==> config.mk <==
export PLATFORM = sky130hd
export DESIGN_NAME = decoder_nto2n_seq_flat
export DESIGN_NICKNAME = d
export VERILOG_FILES = /design/src/rtl/decoder_nto2n_seq_pkg.sv /design/src/rtl/decoder_nto2n_seq_if.sv /design/src/rtl/decoder_nto2n_seq_onehot_dec.sv /design/src/rtl/decoder_nto2n_seq.sv /design/src/flat_wrapper.sv
export SDC_FILE = /design/constraint.sdc
export NUM_CORES = 1
export LEC_CHECK = 0
export ABC_CLOCK_PERIOD_IN_PS = 4100
export BUFFER_PORTS_ARGS = -buffer_cell sky130_fd_sc_hd__buf_2
export CAP_MARGIN = 20
export CELL_PAD_IN_SITES_DETAIL_PLACEMENT = 1
export CELL_PAD_IN_SITES_GLOBAL_PLACEMENT = 2
export CORE_ASPECT_RATIO = 1.75
export CORE_MARGIN = 4
export CORE_UTILIZATION = 33
export DETAILED_ROUTE_END_ITERATION = 10
export PLACE_DENSITY_LB_ADDON = 0.1
export SLEW_MARGIN = 20
export SYNTH_ARGS = -nofsm -noshare
export SYNTH_HDL_FRONTEND = slang
export SYNTH_SLANG_ARGS = --single-unit
==> constraint.sdc <==
create_clock -name clk -period 4.1 [get_ports clk]
set_input_delay 0.82 -clock clk [delete_from_list [all_inputs] [get_ports clk]]
set_output_delay 0.82 -clock clk [all_outputs]
set_load 0.03 [all_outputs]
==> src/rtl/decoder_nto2n_seq_pkg.sv <==
// Shared encodings for the sequenced binary-to-one-hot decoder.
package decoder_pkg;

    typedef enum logic [1:0] {
        MODE_LATCH = 2'b00,
        MODE_PULSE = 2'b01,
        MODE_SCAN  = 2'b10,
        MODE_RSVD  = 2'b11
    } mode_e;

    typedef enum logic [1:0] {
        ST_IDLE  = 2'b00,
        ST_HOLD  = 2'b01,
        ST_PULSE = 2'b10,
        ST_SCAN  = 2'b11
    } state_e;

    // Only LATCH and PULSE take a select from the input handshake.
    function automatic logic mode_accepts(logic [1:0] m);
        return (m == MODE_LATCH) || (m == MODE_PULSE);
    endfunction

endpackage

==> src/rtl/decoder_nto2n_seq_if.sv <==
// Control/select handshake and decoded outputs of decoder_nto2n_seq.
interface decoder_nto2n_seq_if #(
    parameter int SEL_W   = 3,
    parameter int NUM_OUT = 2**SEL_W
);
    logic               en;
    logic [1:0]         mode;
    logic               in_valid;
    logic               in_ready;
    logic [SEL_W-1:0]   in_sel;
    logic [NUM_OUT-1:0] y;
    logic               busy;
    logic               err;

    modport master (
        output en, mode, in_valid, in_sel,
        input  in_ready, y, busy, err
    );

    modport slave (
        input  en, mode, in_valid, in_sel,
        output in_ready, y, busy, err
    );
endinterface

==> src/rtl/decoder_nto2n_seq_onehot_dec.sv <==
// Combinational binary-to-one-hot decode with out-of-range flag.
module onehot_dec #(
    parameter int SEL_W   = 3,
    parameter int NUM_OUT = 2**SEL_W
) (
    input  logic [SEL_W-1:0]   sel,
    output logic [NUM_OUT-1:0] onehot,
    output logic               oor
);
    // One extra bit so NUM_OUT == 2**SEL_W is representable in the compare.
    logic [SEL_W:0] sel_x;

    assign sel_x = {1'b0, sel};
    assign oor   = (sel_x >= (SEL_W+1)'(NUM_OUT));

    // Decode; an out-of-range select yields all zeros.
    always_comb begin
        onehot = '0;
        for (int i = 0; i < NUM_OUT; i++) begin
            onehot[i] = (sel_x == (SEL_W+1)'(i));
        end
    end
endmodule

==> src/rtl/decoder_nto2n_seq.sv <==
// Sequenced N-to-2^N decoder: latch, timed pulse and rotating scan modes.
//
// state    | meaning
// ---------+-----------------------------------------------------
// ST_IDLE  | y cleared, waiting for a select or a scan request
// ST_HOLD  | latched select shown on y until next accept / en low
// ST_PULSE | select shown on y for PULSE_LEN cycles, mode ignored
// ST_SCAN  | single set bit rotating left once per cycle
module decoder_nto2n_seq #(
    parameter int SEL_W     = 3,
    parameter int NUM_OUT   = 2**SEL_W,
    parameter int PULSE_LEN = 4
) (
    input  logic                 clk,
    input  logic                 rst,
    decoder_nto2n_seq_if.slave   bus
);
    import decoder_pkg::*;

    localparam int CNT_W = $clog2(PULSE_LEN + 1);

    state_e             state_q, state_d;
    logic [NUM_OUT-1:0] y_q, y_d;
    logic               err_q, err_d;
    logic               busy_q, busy_d;
    logic [CNT_W-1:0]   cnt_q, cnt_d;
    logic [NUM_OUT-1:0] dec_y;
    logic               dec_oor;
    logic               accept;

    onehot_dec #(.SEL_W(SEL_W), .NUM_OUT(NUM_OUT)) u_dec (
        .sel    (bus.in_sel),
        .onehot (dec_y),
        .oor    (dec_oor)
    );

    // rst gates ready so nothing is taken while the block is being cleared.
    assign bus.in_ready = !rst && bus.en
                          && (state_q == ST_IDLE || state_q == ST_HOLD)
                          && mode_accepts(bus.mode);
    assign accept   = bus.in_valid && bus.in_ready;
    assign bus.y    = y_q;
    assign bus.err  = err_q;
    assign bus.busy = busy_q;

    // State and output registers.
    always_ff @(posedge clk) begin
        if (rst) begin
            state_q <= ST_IDLE;
            y_q     <= '0;
            err_q   <= 1'b0;
            busy_q  <= 1'b0;
            cnt_q   <= '0;
        end else begin
            state_q <= state_d;
            y_q     <= y_d;
            err_q   <= err_d;
            busy_q  <= busy_d;
            cnt_q   <= cnt_d;
        end
    end

    // Next-state selection; en low wins over mode and input.
    always_comb begin
        state_d = state_q;
        if (!bus.en) begin
            state_d = ST_IDLE;
        end else begin
            case (state_q)
                ST_IDLE, ST_HOLD: begin
                    if (bus.mode == MODE_SCAN)
                        state_d = ST_SCAN;
                    else if (bus.mode == MODE_RSVD)
                        state_d = ST_IDLE;
                    else if (accept) begin
                        if (dec_oor)
                            state_d = ST_IDLE;
                        else if (bus.mode == MODE_LATCH)
                            state_d = ST_HOLD;
                        else
                            state_d = ST_PULSE;
                    end
                end
                ST_PULSE: if (cnt_q <= CNT_W'(1)) state_d = ST_IDLE;
                ST_SCAN:  if (bus.mode != MODE_SCAN) state_d = ST_IDLE;
                default:  state_d = ST_IDLE;
            endcase
        end
    end

    // Next output values, derived from the chosen next state.
    always_comb begin
        y_d    = y_q;
        cnt_d  = cnt_q;
        err_d  = accept && dec_oor;
        busy_d = (state_d == ST_PULSE) || (state_d == ST_SCAN);
        case (state_d)
            ST_IDLE: begin
                y_d   = '0;
                cnt_d = '0;
            end
            ST_HOLD: if (accept) y_d = dec_y;
            ST_PULSE: begin
                if (state_q != ST_PULSE) begin
                    y_d   = dec_y;
                    cnt_d = CNT_W'(PULSE_LEN);
                end else begin
                    cnt_d = cnt_q - CNT_W'(1);
                end
            end
            ST_SCAN: begin
                if (state_q != ST_SCAN)
                    y_d = {{(NUM_OUT-1){1'b0}}, 1'b1};
                else
                    y_d = {y_q[NUM_OUT-2:0], y_q[NUM_OUT-1]};
            end
            default: y_d = '0;
        endcase
    end
endmodule

==> src/flat_wrapper.sv <==
// flat-port wrapper written by rule: the top's interface ports become plain ports
module decoder_nto2n_seq_flat import decoder_pkg::*;
#(
    parameter int SEL_W     = 3,
    parameter int NUM_OUT   = 2**SEL_W,
    parameter int PULSE_LEN = 4
)
  (clk, rst, bus_en, bus_mode, bus_in_valid, bus_in_sel, bus_in_ready, bus_y, bus_busy, bus_err);
  decoder_nto2n_seq_if #(.SEL_W(SEL_W), .NUM_OUT(NUM_OUT)) bus_i ();
  input  logic clk;
  input  logic rst;
  input wire logic [$bits(bus_i.en)-1:0] bus_en;
  input wire logic [$bits(bus_i.mode)-1:0] bus_mode;
  input wire logic [$bits(bus_i.in_valid)-1:0] bus_in_valid;
  input wire logic [$bits(bus_i.in_sel)-1:0] bus_in_sel;
  output wire logic [$bits(bus_i.in_ready)-1:0] bus_in_ready;
  output wire logic [$bits(bus_i.y)-1:0] bus_y;
  output wire logic [$bits(bus_i.busy)-1:0] bus_busy;
  output wire logic [$bits(bus_i.err)-1:0] bus_err;
  assign bus_i.en = bus_en;
  assign bus_i.mode = bus_mode;
  assign bus_i.in_valid = bus_in_valid;
  assign bus_i.in_sel = bus_in_sel;
  assign bus_in_ready = bus_i.in_ready;
  assign bus_y = bus_i.y;
  assign bus_busy = bus_i.busy;
  assign bus_err = bus_i.err;
  decoder_nto2n_seq #(.SEL_W(SEL_W), .NUM_OUT(NUM_OUT), .PULSE_LEN(PULSE_LEN)) u_core (.clk(clk), .rst(rst), .bus(bus_i));
endmodule
==> results_dict.tcl <==
set metrics [dict create \
    holdWs_ns 0.497 \
    dr.pass1.iters 3 \
    htree_levels 1 \
    cts_root_buf "clkbuf_8" \
    maxCapViolCount 0 \
    synth_area_leaders "dfxtp_1, ha_1, a22o_1, o31ai_1, a32o_1" \
    seqPwrFrac 0.436 \
    max_stage_delay_ns 0.58 \
    crit_required_ns 4.29 \
    yosysSeqAreaShare 0.329 \
    drc 0 \
    path_class "input pin to register" \
    netlist.area_leader.share 0.329 \
    yosysUniqueCellTypes 35 \
    overflow 0 \
    port_buffers 18 \
    end_kind "register" \
    vias_per_cell 5.82 \
    ys.flop_type "dfxtp_1" \
    min_period_over_period 0.759 \
    p_clk_frac 0.419 \
    drive_above_1_share 0.264 \
    path_clk_slew_ns 0.06 \
    rsz0062_at_grt "false" \
    crit_slowest_cell "a2111oi_4" \
    ys_ff_latch 14 \
    dr.first_iter.drc_count 14 \
    relSlewSlack 0.574 \
    fin_worst_skew_ns 0.00185 \
    track_usage 0.149 \
    wirelength_mm 2.25 \
    cts_tree "yes" \
    cp_max_fo 12 \
    p_comb_frac 0.145 \
    min_period_ns 3.11 \
    async_flop_share 0 \
    grt_pass1_wl_mm 3.71 \
    finalNonFillerCells 136 \
    drtAntennaViolNets 0 \
    start_util 0.341 \
    yosysWarnings 0 \
    syn_nets 106 \
    nets 126 \
    arrival_ns 3.30 \
    worstHoldPathType "register to register" \
    rows 24 \
    synth.most_common_cell "dfxtp_1" \
    wl_per_cell_um 16.5 \
    finalHoldViolCount 0 \
    dp_hpwl_mm 1.82 \
    die_w_um 46.4 \
    core_area_um2 2490 \
    areaGrowthSynthToFinish_pct 19.1 \
    ir_worst_vdd_uv 133 \
    synth_edf_count 0 \
    grt_max_degree 13 \
    grt_pass1_vias 818 \
    cts_buffers 3 \
    start_kind "input pin" \
    switching_share 0.260 \
    syn_inst 91 \
    n_fill_cell 310 \
    gp_congestion 0.700 \
    clockBufferDepth 2 \
    holdBufCountCts 0 \
    grt_antenna_before_repair 0 \
    tns_ns 0 \
    dieHeight_um 75.2 \
    synthesis.area_um2 851 \
    cp_cell_sequence "buf_2, nand2b_1, a2111oi_0, a21oi_1, inv_1, ha_1, a21boi_2, a2111oi_4, a22o_1" \
    tightestPinTransition_ns 0.639 \
    dieArea_um2 3490 \
    status "finished, final reports clean" \
    p_per_area_nw_per_um2 322 \
    ys_top_cells_by_count "dfxtp_1, a22o_1, inv_1, nand2_1, nor2_1" \
    io_pins 20 \
    yosysTopAreaCell "dfxtp_1" \
    cts-resized-gates 0 \
    diodes 0 \
    p_sw_w 0.0000848 \
    p_leak_nw 0.447 \
    avgSynthCellArea_um2 9.35 \
    cts_setup_buffers 0 \
    slew_viol_final 0 \
    clk_latency_ns 0.25 \
    setup_viol 0 \
    clock.fmax_mhz 321 \
    power.internal_w 0.000241 \
    dr_total_vias 792 \
    placedCellCount 132 \
    cts.sinks 14 \
]
[cell type report]
cell class | count | area [um^2] | share of cell area
well taps | 26 | 32.5 | 0.0321
flip-flops and latches | 14 | 280 | 0.277
clock buffers | 4 | 55.1 | 0.0543
repair buffers | 18 | 90.1 | 0.0889
multi-input cells | 66 | 526 | 0.519
inverters | 8 | 30.0 | 0.0296
[power by group through the flow]
stage               clock, W  sequential, W  combinational, W
floorplan                  0       0.000146         0.0000308
detailed placement         0       0.000145         0.0000482
CTS                 0.000141       0.000142         0.0000483
global placement           0       0.000145         0.0000478
finish              0.000137       0.000142         0.0000474
global route        0.000149       0.000142         0.0000525
[registers in the layout, indices dropped and copies added, names as in the netlist]
register / count
u_core.bus.busy: 1
u_core.cnt_q: 3
u_core.state_q: 2
u_core.bus.y: 8
[cell usage in the layout (no fill, tap or decap)]
master / count
a2111oi_4: 1
or3_1: 2
and2_1: 1
a2bb2oi_1: 1
nor2b_1: 2
a21o_1: 1
a32o_1: 4
nand2b_1: 1
nor2_1: 7
conb_1: 1
a21oi_1: 3
a211oi_2: 1
nand4_1: 1
o311ai_0: 1
o311ai_1: 1
o31ai_1: 6
inv_1: 8
clkbuf_8: 4
ha_1: 6
a22o_1: 8
nor2b_2: 1
a2111oi_0: 1
nand2_1: 7
a311o_2: 1
nand3b_1: 1
o21ai_0: 1
o211a_1: 1
nor3_1: 1
nor4b_4: 1
buf_2: 18
a21boi_2: 1
or2b_1: 1
dfxtp_1: 14
and3_2: 1
[cells by family after synthesis]
| logic type | Yosys count | synth area share |
|---|---|---|
| compound gates | 32 | 0.341 |
| simple gates | 27 | 0.184 |
| flops | 14 | 0.329 |
| buf+inv | 11 | 0.0529 |
| fa+ha+maj | 6 | 0.0882 |
| other cells | 1 | 0.00441 |
[final timing paths]
kind	slack, ns	from	cells after the start	endpoint
worst min-delay path	0.50	u_core.bus.y[7]	1	u_core.bus.y[7]
worst max register to register	1.31	u_core.state_q[1]	8	u_core.bus.y[7]
worst max-delay path	0.99	rst	9	u_core.bus.y[7]
worst min register to register	0.50	u_core.bus.y[7]	1	u_core.bus.y[7]
[critical path: cells and delay by family]
kind,cells,cell delay (ns)
AOI/OAI and AO/OA,5,1.61
adders and majority gates,1,0.25
and+or+nand+nor,1,0.20
buffers and inverters,2,0.43
[layer usage]
metal / vias up / global-route usage / part of all wire
met5: - / 0 / 0
met4: 0 / 0.0918 / 0.024
met3: 6 / 0.0239 / 0.033
met2: 20 / 0.281 / 0.59
met1: 388 / 0.140 / 0.36
li1: 378 / - / -
[stage by stage]
step           cell area, um^2  power (W)  setup slack [ns]   util
6_report                  1010   0.000326             0.987  0.407
5_1_grt                   1010   0.000344             0.784  0.407
4_1_cts                   1010   0.000331             0.928  0.407
3_5_place_dp               958   0.000193             0.680  0.385
3_3_place_gp               958   0.000193             0.739  0.385
2_1_floorplan              851   0.000177              1.17      -
(Power assumes the default switching activity.)
